`src/rtl/l1d_sram_pkg.sv`:
```
// Shared defaults and types for the L1D SRAM request front-end.
package l1d_sram_pkg;

  localparam int L1D_DATA_W    = 8;
  localparam int L1D_ADDR_W    = 8;
  localparam int L1D_RSP_DEPTH = 2;
  localparam int RSP_PTR_W     = $clog2(L1D_RSP_DEPTH);

  typedef struct packed {
    logic                  wr;
    logic [L1D_ADDR_W-1:0] addr;
    logic [L1D_DATA_W-1:0] be;
    logic [L1D_DATA_W-1:0] wdata;
  } sram_req_t;

endpackage

```
`src/rtl/sync_fifo.sv`:
```
// Small synchronous FIFO with occupancy count; head word is presented on dout.
module sync_fifo #(
  parameter int DATA_WIDTH = 8,
  parameter int DEPTH      = 2
) (
  input  logic                     clk,
  input  logic                     rst_n,
  input  logic                     push,
  input  logic                     pop,
  input  logic [DATA_WIDTH-1:0]    din,
  output logic [DATA_WIDTH-1:0]    dout,
  output logic                     full,
  output logic                     empty,
  output logic [$clog2(DEPTH):0]   count
);

  localparam int PTR_W = $clog2(DEPTH);

  logic [DATA_WIDTH-1:0] mem [DEPTH];
  logic [PTR_W-1:0]      wr_ptr;
  logic [PTR_W-1:0]      rd_ptr;

  always_ff @(posedge clk) begin
    if (!rst_n) begin
      wr_ptr <= '0;
      rd_ptr <= '0;
      count  <= '0;
    end else begin
      if (push) wr_ptr <= wr_ptr + PTR_W'(1);
      if (pop)  rd_ptr <= rd_ptr + PTR_W'(1);
      count <= count + (PTR_W+1)'(push) - (PTR_W+1)'(pop);
    end
  end

  // Storage is not reset; only pointers and count define what is valid.
  always_ff @(posedge clk) begin
    if (rst_n && push) mem[wr_ptr] <= din;
  end

  assign dout  = mem[rd_ptr];
  assign full  = (count == (PTR_W+1)'(DEPTH));
  assign empty = (count == '0);

  a_no_overflow:  assert property (@(posedge clk) disable iff (!rst_n) !(push && full && !pop));
  a_no_underflow: assert property (@(posedge clk) disable iff (!rst_n) !(pop && empty));

endmodule

```
`src/rtl/sram_req_ctrl.sv`:
```
// Valid/ready front-end for the L1D single-port SRAM: combinational issue,
// credit-checked read responses buffered in a small FIFO.
module sram_req_ctrl
  import l1d_sram_pkg::*;
#(
  parameter int DATA_WIDTH = L1D_DATA_W,
  parameter int ADDR_WIDTH = L1D_ADDR_W,
  parameter int RSP_DEPTH  = L1D_RSP_DEPTH
) (
  input  logic                  clk,
  input  logic                  rst_n,
  input  logic                  req_vld,
  output logic                  req_rdy,
  input  logic                  req_wr,
  input  logic [ADDR_WIDTH-1:0] req_addr,
  input  logic [DATA_WIDTH-1:0] req_be,
  input  logic [DATA_WIDTH-1:0] req_wdata,
  output logic                  rsp_vld,
  input  logic                  rsp_rdy,
  output logic [DATA_WIDTH-1:0] rsp_rdata,
  output logic                  sram_en,
  output logic                  sram_wr,
  output logic [DATA_WIDTH-1:0] sram_be,
  output logic [ADDR_WIDTH-1:0] sram_addr,
  output logic [DATA_WIDTH-1:0] sram_wdata,
  input  logic [DATA_WIDTH-1:0] sram_rdata,
  output logic                  idle
);

  localparam int CNT_W = $clog2(RSP_DEPTH) + 1;

  logic             inflight;
  logic             rd_issue;
  logic             fifo_push;
  logic             fifo_pop;
  logic             fifo_full;
  logic             fifo_empty;
  logic [CNT_W-1:0] fifo_count;
  logic [CNT_W:0]   credit_used;

  // A pop this cycle returns its credit immediately, so back-to-back reads
  // keep flowing with only two entries.
  assign credit_used = (CNT_W+1)'(inflight) + (CNT_W+1)'(fifo_count) - (CNT_W+1)'(fifo_pop);
  assign req_rdy     = rst_n & (req_wr | (credit_used < (CNT_W+1)'(RSP_DEPTH)));

  assign sram_en    = req_vld & req_rdy;
  assign sram_wr    = sram_en & req_wr;
  assign sram_be    = sram_wr ? req_be : '0;
  assign sram_addr  = req_addr;
  assign sram_wdata = req_wdata;
  assign rd_issue   = sram_en & ~req_wr;

  always_ff @(posedge clk) begin
    if (!rst_n) inflight <= 1'b0;
    else        inflight <= rd_issue;
  end

  assign fifo_push = inflight;
  assign fifo_pop  = rsp_vld & rsp_rdy;

  sync_fifo #(
    .DATA_WIDTH (DATA_WIDTH),
    .DEPTH      (RSP_DEPTH)
  ) u_rsp_fifo (
    .clk   (clk),
    .rst_n (rst_n),
    .push  (fifo_push),
    .pop   (fifo_pop),
    .din   (sram_rdata),
    .dout  (rsp_rdata),
    .full  (fifo_full),
    .empty (fifo_empty),
    .count (fifo_count)
  );

  assign rsp_vld = ~fifo_empty;
  assign idle    = ~inflight & fifo_empty;

  a_push_after_read: assert property (@(posedge clk) disable iff (!rst_n)
                                      fifo_push |-> $past(rd_issue));
  a_push_has_room:   assert property (@(posedge clk) disable iff (!rst_n)
                                      fifo_push |-> (!fifo_full || fifo_pop));

endmodule

```
`config.mk`:
```
export PLATFORM = sky130hd
export DESIGN_NAME = sram_req_ctrl
export DESIGN_NICKNAME = d
export VERILOG_FILES = /design/src/rtl/l1d_sram_pkg.sv /design/src/rtl/sync_fifo.sv /design/src/rtl/sram_req_ctrl.sv
export SDC_FILE = /design/constraint.sdc
export NUM_CORES = 1
export LEC_CHECK = 0
export BUFFER_PORTS_ARGS = -buffer_cell sky130_fd_sc_hd__buf_2
export CAP_MARGIN = 20
export CORE_MARGIN = 4
export CORE_UTILIZATION = 37
export CTS_BUF_LIST = sky130_fd_sc_hd__clkbuf_4 sky130_fd_sc_hd__clkbuf_8 sky130_fd_sc_hd__clkbuf_16
export CTS_CLUSTER_DIAMETER = 60
export DETAILED_ROUTE_END_ITERATION = 8
export PLACE_DENSITY = 0.87
export SLEW_MARGIN = 20
export SYNTH_ARGS = -nofsm -noshare
export SYNTH_HDL_FRONTEND = slang
export SYNTH_SLANG_ARGS = --single-unit
```
`constraint.sdc`:
```
create_clock -name clk -period 3.15 [get_ports clk]
set_input_delay 0.945 -clock clk [delete_from_list [all_inputs] [get_ports clk]]
set_output_delay 0.945 -clock clk [all_outputs]
set_load 0.02 [all_outputs]
```
== Word-level counts from Yosys, hierarchy flattened ==
Memories as Yosys holds them, arrays and structs flattened. A register that Yosys moved wholly into a read port is not among the register bits.
Index checks and enable logic that the tools add are counted.
Cells by class
  add/subtract/negate cells: 6
  multiply operators: 0
  div/mod/pow operators: 0
  $lt $le $gt $ge: 1
  eq/ne operators: 0
  shift operators: 0
  muxes and demuxes: 5
  bitwise logic cells: 10
  reductions and logical operators: 2
Operators by type and width (number)
  2-to-1 mux 8 bit: 1
  AND 1 bit: 6
  2-to-1 mux 1 bit: 4
  adder 1 x 2 -> 3 bit: 1
  < comparator 3 x 2 -> 1 bit, second input constant: 1
  inverter 1 bit: 3
  subtractor 3 x 1 -> 3 bit: 1
  adder 1 bit, second input constant: 2
  adder 2 x 1 -> 2 bit: 1
  zero test 2 bit: 1
  subtractor 2 x 1 -> 2 bit: 1
  logical AND 1 bit: 1
  OR 1 bit: 1
Storage, ports and cells
  register bits: 5
  bits in latches: 0
  RAM bits: 16
  memory bits (read-only): 0
  output and inout bits: 37
  word-level logic and storage cells: 29
  memories: 1
Memories
  u_rsp_fifo.mem: words 2, width 8, rd ports 1, clocked after memory_dff 1, wr ports 1, line sync_fifo.sv:19  | logic [DATA_WIDTH-1:0] mem [DEPTH];

== Depth between registers and ports, before layout ==
  depth in word-level cells: 10
  depth in mapped cells: 7

== By module ==
From an unflattened synthesis, not the netlist that was laid out.
Second synthesis, totals
  cells, all modules: 90
  area total of the unflattened synthesis: 1118.6 µm²
By module, submodules not included
  sync_fifo: times used 1, cells each 47, area each 803.3 µm²
  sram_req_ctrl: times used 1, cells each 43, area each 315.3 µm²

== Worst setup path after synthesis ==
Ideal clock, no wire load.
  path type: input port to output port
  start: in rsp_rdy
  end: out req_rdy
  data arrival time: 2.689 ns
  required time: 2.205 ns
  slack: -0.484 ns
  cell stages on the path: 7
  path buffers: 0
  cell sequence: o21a_1 -> ha_1 -> inv_1 -> ha_1 -> fa_1 -> nand2b_1 -> o21ai_0
On the way
  cells in the longest elaborated chain, start to end: 5
RTL lines
  from (decl): line sram_req_ctrl.sv:19  | input logic rsp_rdy,
  AND 1 bit: line sram_req_ctrl.sv:59  | assign fifo_pop = rsp_vld & rsp_rdy;
  subtractor 3 x 1 -> 3 bit: line sram_req_ctrl.sv:43  | assign credit_used = (CNT_W+1)'(inflight) + (CNT_W+1)'(fifo_count) - (CNT_W+1)'(fifo_pop);
  named net credit_used[1]: line sram_req_ctrl.sv:39  | logic [CNT_W:0] credit_used;
  < comparator 3 x 2 -> 1 bit: line sram_req_ctrl.sv:44  | assign req_rdy = rst_n & (req_wr | (credit_used < (CNT_W+1)'(RSP_DEPTH)));
  OR 1 bit: line sram_req_ctrl.sv:44
  AND 1 bit: line sram_req_ctrl.sv:44
  to (decl): line sram_req_ctrl.sv:13  | output logic req_rdy,
The timed path passes the listed nets, and every way through them passes these cells.

== Worst setup path after layout ==
  start: in rsp_rdy
  end: out req_rdy
On the way
  cells in the longest elaborated chain, start to end: 5
RTL lines
  AND 1 bit: line sram_req_ctrl.sv:59
  named net fifo_pop: line sram_req_ctrl.sv:35  | logic fifo_pop;
  subtractor 3 x 1 -> 3 bit: line sram_req_ctrl.sv:43
  named net credit_used[1]: line sram_req_ctrl.sv:39
  < comparator 3 x 2 -> 1 bit: line sram_req_ctrl.sv:44
  OR 1 bit: line sram_req_ctrl.sv:44
  AND 1 bit: line sram_req_ctrl.sv:44
The timed path passes the listed nets, and every way through them passes these cells.

==> metrics.md <==
| Metric | Value |
|---|---|
| Yosys top cell by area | edfxtp_1 |
| Async SR Flop Fraction | 0% |
| Total grt overflow | 0 |
| Die ar. | 3850 sq um |
| FILL cells | 244 |
| Critical path required time | 2200 ps |
| Initial Util | 38.9% |
| Post-DP HPWL | 1.58 mm |
| Maximum number of pins on one net before global-route repair | 14 |
| Setup ws final | -288 ps |
| Synthesis-stage register bit count | 22 |
| Diodes inserted | 0 |
| Min Tclk post-route | 3440 ps |
| DRC | 0 |
| Non-Filler Instances | 148 |
| Hold Fails Final Rpt | 0 |
| FMAX | 291 MHz |
| Core ar. | 2780 sq um |
| Slew @ Worst Pin | 740 ps |
| Die Wd | 62.1 microns |
| Relative slew slack | 50.5% |
| Run status | complete, but fails checks |
| Detailed Route WL | 2.01 mm |
| WP data arrival | 2490 ps |
| Mux share of post-synthesis cell area | 10.2% |
| Post-Synth XOR/XNOR Area | 1.62% |
| Post-synthesis cell type count | 23 |
| Cell row count | 19 |
| GPL Wtd Cong | 0.727 |
| I/O pins | 74 |
| CP max FO | 3 |
| Crit Path Class | primary input to output port |
| Worst Hold Margin | 492 ps |
| Vias per cell | 4.64 |
| Initial antenna violation count | 0 |
| Vias in the first global route | 721 |
| TritonRoute pass-1 iters | 3 |
| Lkg Pwr | 0.597 nW |
| Synth Area in Compound Gates | 2.31% |
| Primary FF master, synth | edfxtp_1 |
| Vias | 687 |
| ANT nets after route | 0 |
| Synth top area cells | edfxtp_1 (44%), dfxtp_1 (11%), buf_4 (11%), mux2_2 (8.3%), and2_1 (6.4%) |
| Post-synth top area share | 44.4% |
| Adder-cell share of the synthesized area | 4.17% |
| Crit. End Element | output port |
| Number of DRC markers in iteration 0 | 7 |
| Root Driver | clkbuf_4 |
| Slowest-stage cell, CP | fa_2 |
| First-pass GRT wire length | 2.93 mm |
| Clock Skew | 7.43 ps |
| Syn_area_per_cell | 12.6 sq um |
| I/O Buffers | 41 |
| CTS tree | built |
| Failing checks | negative setup slack |
| Final Setup Violations | 2 |
| Setup TNS | -549 ps |
| Routed wire per std cell | 13.6 microns |
| Post-Synth Simple-Gate Area | 12.4% |
| RSZ-0062 raised after global routing | yes |
| Synth cell count leaders | buf_4 (16), edfxtp_1 (16), and2_1 (11), mux2_2 (8), dfxtp_1 (6) |
| Layout cells sized above 1 | 58.1% |
| Worst IR Drop VDD | 0.723 mV |
| Worst setup SP type | primary input |
| Hold Path Class | register to register |
| Critical-path cell list | buf_6 > o21a_4 > ha_4 > inv_2 > ha_4 > fa_2 > nand2b_4 > o21ai_4 > buf_6 |
| Clk buf depth | 2 |
| Netlist Area Pre-Place | 1080 sq um |
| Post-synth EDFFs | 16 |
| Synthesized instance count | 86 |
| Final #Nets | 158 |
| Final Cycle Share | 109% |
| Largest family of logic cells by synthesized area | buffers and inverters |
| Design Power | 0.00109 W |
| Clock Latency Late Sink | 300 ps |
| H-tree Lvls | 1 |
| Synth Net Count | 126 |
| CTS sink cnt | 22 |
| Layout area overhead | 27.0% |
| Slowest Stage Delay on Critical Path | 580 ps |
| Post-Place Setup Slack | -374 ps |
| MaxCap Viol Count | 0 |
| Gr usage total | 10.7% |
| Clock transition at path regs | 120 ps |
| Cell Pwr Density | 797 nW/um^2 |
| Yosys Warn Count | 0 |
| Clock buffer count from CTS | 3 |
| Placed Cells incl. Taps | 142 |
| Die H | 62.1 microns |
| Slew Limit Fails | 0 |
| Seq/Total Area, Yosys | 55.6% |
## report_power, final
part / switching [W] / total, W / internal, W
clock: 0.0000800 / 0.000177 / 0.0000968
sequential: 0.0000455 / 0.000393 / 0.000347
combinational: 0.000249 / 0.000524 / 0.000275
total: 0.000374 / 0.00109 / 0.000719
## layer usage
metal	vias up	track usage, %	routed length [microns]
li1	335	-	-
met1	318	10.6	698
met2	26	19.2	1110
met3	8	4.96	164
met4	0	4.24	32
met5	-	0	0
## through the flow
step	utilization, %	instance area, sq um
detailed placement	46.0	1280
global placement	46.0	1280
CTS	49.3	1370
floorplan	-	1150
global route	49.3	1370
finish	49.3	1370
## path summary, 6_finish.rpt
check | startpoint | endpoint | slack, ps | cells past startpoint
hold / removal | u_rsp_fifo.rd_ptr | register | 490 | 2
setup / recovery | rsp_rdy | req_rdy | -290 | 9
setup reg to reg | u_rsp_fifo.count[1] | fifo_push | 1070 | 8
hold reg to reg | u_rsp_fifo.rd_ptr | register | 490 | 2
## final cells by class
class	instances	area [sq um]	area share (%)
multi-input cells	41	413	30.1
flip-flops and latches	22	601	43.8
repair buffers	45	254	18.5
well taps	31	38.8	2.83
inverters	5	18.8	1.37
clock buffers	4	47.5	3.46
## cells by family after synthesis
group                    count (synthesis)
XOR/XNOR                                 2
adder cells (fa/ha/maj)                  3
multiplexers                            10
buffers and inverters                   23
AND/OR/NAND/NOR                         23
flip-flops                              22
AO/OA/AOI/OAI                            3
## what timing repair did
item | CTS | global route
buffers inserted | 2 | 0
pin swaps | 3 | 0
setup endpoints to repair | 2 | 2
hold buffers | 0 | 0
gates resized for setup | 6 | 0
hold endpoints to repair | 0 | 0
## worst max-delay path: cells and delay by family
family,cells,cell delay [ps]
simple gates,1,150
compound gates,2,160
buf+inv,3,250
fa+ha+maj,3,980
## layout by cell type, fill, tap and decap left out, types with 2 or more instances in the layout
cell type	netlist	layout
and2_1	11	11
edfxtp_1	16	16
inv_1	5	4
mux2_2	8	8
buf_2	1	38
nand2_1	4	4
clkbuf_4	0	3
buf_6	0	3
ha_4	0	2
mux2i_1	2	2
nor2_1	2	2
dfxtp_1	6	6
buf_4	16	4
## registers in the layout, summed over array words and instances (netlist names), named ones only
signal / cells
u_rsp_fifo.mem: 16
u_rsp_fifo.wr_ptr: 1
u_rsp_fifo.rd_ptr: 1
fifo_push: 1
u_rsp_fifo.count: 2
Power figures use the tool's default switching activity.
